[src/rtl/bcd_pkg.sv]
// Shared constants and helpers for the packed-BCD adder.
package bcd_pkg;

  localparam logic [3:0] BCD_MAX  = 4'd9;
  localparam logic [3:0] BCD_CORR = 4'd6;

  // True when the nibble is a legal decimal digit (0..9).
  function automatic logic is_bcd(input logic [3:0] d);
    return (d <= BCD_MAX);
  endfunction

endpackage

[src/rtl/bcd_digit_add.sv]
// One decimal digit of the ripple adder: binary add, then +6 correction on overflow.
module bcd_digit_add
  import bcd_pkg::*;
(
  input  logic [3:0] a_d,
  input  logic [3:0] b_d,
  input  logic       c_in,
  output logic [3:0] s_d,
  output logic       c_out,
  output logic       bad
);

  logic [4:0] t;
  logic [3:0] t_corr;

  // Raw 5-bit digit sum. Out-of-range digits use the same correction rule, so the
  // result stays defined and only the bad flag tells them apart.
  always_comb begin
    t      = {1'b0, a_d} + {1'b0, b_d} + {4'b0, c_in};
    // Only the low nibble of t+6 is kept, so adding to t[3:0] gives the same bits.
    t_corr = t[3:0] + BCD_CORR;
    c_out  = (t > {1'b0, BCD_MAX});
    s_d    = c_out ? t_corr : t[3:0];
    bad    = !is_bcd(a_d) || !is_bcd(b_d);
  end

endmodule

[src/rtl/bcd_adder.sv]
// Registered packed-BCD adder: ripple-carry digits, one output register stage.
module bcd_adder
  import bcd_pkg::*;
#(
  parameter int DIGITS = 1
) (
  input  logic                  clk,
  input  logic                  rst,
  input  logic [4*DIGITS-1:0]   a,
  input  logic [4*DIGITS-1:0]   b,
  input  logic                  cin,
  input  logic                  in_valid,
  output logic [4*DIGITS-1:0]   sum,
  output logic                  cout,
  output logic                  out_valid,
  output logic                  err
);

  logic [DIGITS:0]       carry;
  logic [DIGITS-1:0]     bad;
  logic [4*DIGITS-1:0]   sum_d, sum_q;
  logic                  cout_d, cout_q;
  logic                  err_d, err_q;
  logic                  vld_q;

  assign carry[0] = cin;

  for (genvar i = 0; i < DIGITS; i++) begin : g_dig
    bcd_digit_add u_dig (
      .a_d   (a[4*i +: 4]),
      .b_d   (b[4*i +: 4]),
      .c_in  (carry[i]),
      .s_d   (sum_d[4*i +: 4]),
      .c_out (carry[i+1]),
      .bad   (bad[i])
    );
  end

  assign cout_d = carry[DIGITS];
  assign err_d  = |bad;

  // Capture a new result on accepted operands; otherwise hold data and drop valid.
  always_ff @(posedge clk) begin
    if (rst) begin
      sum_q  <= '0;
      cout_q <= 1'b0;
      err_q  <= 1'b0;
      vld_q  <= 1'b0;
    end else begin
      vld_q <= in_valid;
      if (in_valid) begin
        sum_q  <= sum_d;
        cout_q <= cout_d;
        err_q  <= err_d;
      end
    end
  end

  assign sum       = sum_q;
  assign cout      = cout_q;
  assign err       = err_q;
  assign out_valid = vld_q;

endmodule

[config.mk]
export PLATFORM = sky130hd
export DESIGN_NAME = bcd_adder
export DESIGN_NICKNAME = d
export VERILOG_FILES = /design/src/rtl/bcd_pkg.sv /design/src/rtl/bcd_digit_add.sv /design/src/rtl/bcd_adder.sv
export SDC_FILE = /design/constraint.sdc
export NUM_CORES = 1
export LEC_CHECK = 0
export ABC_AREA = 0
export CAP_MARGIN = 20
export CORE_AREA = 2 2 39 41
export DETAILED_ROUTE_END_ITERATION = 12
export DIE_AREA = 0 0 41 43
export HOLD_SLACK_MARGIN = 0.03
export PLACE_DENSITY = 0.69
export RECOVER_POWER = 50
export SLEW_MARGIN = 20
export SYNTH_ARGS = -nofsm -noshare
export SYNTH_HDL_FRONTEND = slang
export SYNTH_SLANG_ARGS = --single-unit
[constraint.sdc]
create_clock -name clk -period 3.2 [get_ports clk]
set_clock_uncertainty 0.1 [all_clocks]
set_input_delay 0.64 -clock clk [delete_from_list [all_inputs] [get_ports clk]]
set_output_delay 0.64 -clock clk [all_outputs]
set_load 0.02 [all_outputs]
After elaboration in Yosys (flattened, before gate mapping)
Cells that the tools add are included.

Add/sub/neg operators: 3. $mul: 0. Divide/modulo/power cells: 0. $lt $le $gt $ge: 3. Equality and inequality tests: 0. Shift operators: 0. Multiplexer cells: 1. Bitwise operators: 0. Reductions and logical operators: 3.

Operators by type and width (count): less-or-equal comparator 4 bit (second input constant) (2); adder 4 x 4 -> 5 bit (1); adder 5 x 1 -> 5 bit (1); greater-than comparator 5 x 4 -> 1 bit (second input constant) (1); adder 4 x 3 -> 4 bit (second input constant) (1); 2-to-1 mux 4 bit (1); logical NOT 1 bit (2); logical OR 1 bit (1).

Register bits: 7. Latch bits: 0. RAM bits: 0. ROM bits: 0. Bits of input ports: 12. Output and inout port bits: 7. Logic and storage cells: 14. Memories: 0.

Depth between registers and ports, before layout
Depth in word-level cells: 4. Mapped depth: 7. Gate-level depth less buffers: 7.

Cells and area by module
Synthesis repeated with hierarchy kept, for this count alone.

Cell total of the unflattened synthesis: 46. Area, all modules: 465.4 um^2.

Modules (own cells, without submodules): bcd_adder (times used 1, cells an instance 21, area each 240.2 um^2, seq. area each 140.1 um^2); bcd_digit_add (times used 1, cells an instance 25, area each 225.2 um^2, seq. area each 0.0 um^2).

Worst setup path after synthesis
OpenSTA, ideal clock, no wires.

Path kind: input-to-reg. Start: in a[0]. End: reg cout_q (netlist: cout). Setup time: 79 ps. Arrival: 2437 ps. Data required time: 3021 ps. Slack: 583 ps. Stages on the path: 6. Buffers on the path: 0. Path through: fa_1 > fa_1 > inv_1 > ha_1 > o31a_1 > a211oi_2.

Word-level cells in the longest chain between the ends: 3.

Ends and longest elaborated chain: from (decl) (line bcd_adder.sv:9) `input logic [4*DIGITS-1:0] a,`; adder 4 x 4 -> 5 bit (line bcd_digit_add.sv:19) `t = {1'b0, a_d} + {1'b0, b_d} + {4'b0, c_in};`; adder 5 x 1 -> 5 bit (line bcd_digit_add.sv:19); greater-than comparator 5 x 4 -> 1 bit (line bcd_digit_add.sv:22) `c_out = (t > {1'b0, BCD_MAX});`; to (signal assigned) (line bcd_adder.sv:53) `cout_q <= cout_d;`; to (decl) (line bcd_adder.sv:22) `logic cout_d, cout_q;`.

No other way between the ends. A chain may end at the register's enable or synchronous reset.

Worst setup path in the final report
Ends and elaborated chain as after synthesis.

==> impl_metrics.ini <==
[timing]
min_period_ps = 2890
relSlewSlack_pct = 75.1
hold_viol_final = 0
tightest_slew_ps = 372
max_freq_mhz = 346
layout_setup_ws_ps = 310
rsz0062_at_grt = no
fin_crit_sh_pct = 90.3
finalSetupViolCount = 0
final_max_slew_viol_count = 0
totalNegativeSetupSlack_ps = 0
hold_ws_ps = 378

[cts]
cts.repair.resized = 0
cts_max_level = 1
clk_pin_slew_ps = 50
hold_buffers = 0
root_buffer = clkbuf_4
cts_setup_buffers = 0
clk_latency_ps = 250
cts_buffers = 3
cts.sinks = 7
cts_buffer_depth = 2
cts_tree = yes

[die]
pin_count = 19
start_util_pct = 35.1
coreArea_um2 = 1380
die_x_um = 41
dieArea_um2 = 1760
num_rows = 14
die_h_um = 43

[detailed_routing]
drc_errors = 0
routedWlPerCell_um = 11.1
drt-total-wl_um = 977
first_pass_iters = 4
vias = 474
drtIter0Drc = 6
avgViaCountPerCell = 5.39
ant_nets = 0

[critical_path]
path_class = in -> reg
required_ps = 3280
worstSetupEndpointType = flop
arrival_ps = 2970
start_kind = input pin
cp_max_fo = 5

[pwr]
ir_worst_vdd_mv = 0.169
power_leakage_nw = 0.299
power_density_nw_per_um2 = 442

[logic_synthesis]
synth_seq_cells = 7
yosysTopAreaCell = dfxtp_1
yosysWarnings = 0
syn_nets = 68
ys_seq_area_share_pct = 28.9
syn_inst = 50
synth.cell_area_um2 = 485
synth_area_per_cell_um2 = 9.71
synth_cell_type_count = 28
synth_top_area_share_pct = 28.9
synthTopCellsByArea = dfxtp_1 29%, ha_1 10%, fa_1 8.2%

[grt]
grt_pass1_wl_um = 1650
grt_pass1_vias = 432
grt_antenna_before_repair = 0
grt_use_total_pct = 14.2
grt_overflow = 0
grt_max_degree = 11

[layout]
fillers = 145
num_antenna_cells = 0
area_growth_pct = 47.2
layout.nets = 91
drive_gt1_share_pct = 12.5
instances_no_fill = 88

[place]
dp_cells = 84
place_hpwl_um = 812
place_congestion = 0.678
dp_slack_ps = 50.9
portBuffers = 18

[flow_run]
cap_violations = 0

[hold_path]
hold_path_class = reg -> reg

[run_status]
status = complete, no violations
logic make-up after synthesis:
group | count (synthesis) | synth area share (%)
mux | 2 | 4.12
buf+inv | 3 | 2.58
fa+ha+maj | 6 | 18.6
simple gates | 13 | 13.9
flops | 7 | 28.9
xor+xnor | 2 | 5.16
compound gates | 17 | 26.8
Yosys cell counts (all sizes together):
library cell and number:
a211oi 2, a21o 2, a21oi 4, a221oi 1, a311oi 1, a41oi 1, and3 1, buf 1
dfxtp 7, fa 2, ha 4, inv 2, mux2i 2, nand2 1, nand2b 1, nand3 1
nand4 1, nand4b 1, nor2 7, o21a 1, o21ai 2, o21bai 1, o31a 1, o31ai 1
xnor2 1, xor2 1
area by class of cell:
class	instances	area, um2	area share, %
inverter	2	7.51	1.05
timing repair buffer	19	188	26.3
sequential	7	140	19.6
clock buffer	4	26.3	3.68
tap	16	20.0	2.80
multi-input combinational	40	333	46.6
report_power, final:
group          total [mW]  internal (mW)  switching (mW)  leakage, nW
Combinational       0.131         0.0659          0.0647        0.226
Sequential          0.104         0.0988         0.00559       0.0581
Clock              0.0809         0.0476          0.0333       0.0150
Total               0.316          0.212           0.104        0.299
cell usage in the layout, fill, tap and decap left out, drive strengths merged, types with 2 or more instances in the layout:
| master | n |
|---|---|
| mux2i | 2 |
| dlygate4sd3 | 5 |
| nor2 | 7 |
| a21o | 2 |
| dfxtp | 7 |
| clkbuf | 4 |
| a211oi | 2 |
| inv | 2 |
| fa | 2 |
| clkdlybuf4s50 | 13 |
| a21oi | 4 |
| ha | 4 |
| o21ai | 2 |
critical path, cell delays in order:
cell	delay, ps
clkdlybuf4s50_1	430
fa_1	470
fa_1	420
xnor2_1	180
ha_1	270
o31a_1	350
a211oi_2	210
path summary, 6_finish.rpt:
kind / slack (ps) / cells after the start / endpoint / from
setup / recovery: 310 / 7 / cout / a[0]
hold / removal: 380 / 2 / err / err
setup reg to reg: 2310 / 4 / sum[1] / sum[1]
hold reg to reg: 380 / 2 / err / err
layer usage:
metal	track usage [%]	part of all wire (%)
met1	16.2	42
met2	20.0	48
met3	6.28	5.6
met4	10.0	3.4
met5	0	0
per-stage QoR:
| stage | power, mW | area [um2] | utilization (%) |
|---|---|---|---|
| final | 0.316 | 714 | 51.6 |
| after global routing | 0.340 | 714 | 51.6 |
| after CTS | 0.321 | 714 | 51.6 |
| after detailed placement | 0.240 | 688 | 49.7 |
| after global placement | 0.238 | 688 | 49.7 |
| after floorplan | 0.187 | 485 | - |
sequential cells by signal, indices dropped and copies added (netlist names):
name       count
sum            4
out_valid      1
cout           1
err            1
Power figures use the tool's default switching activity.
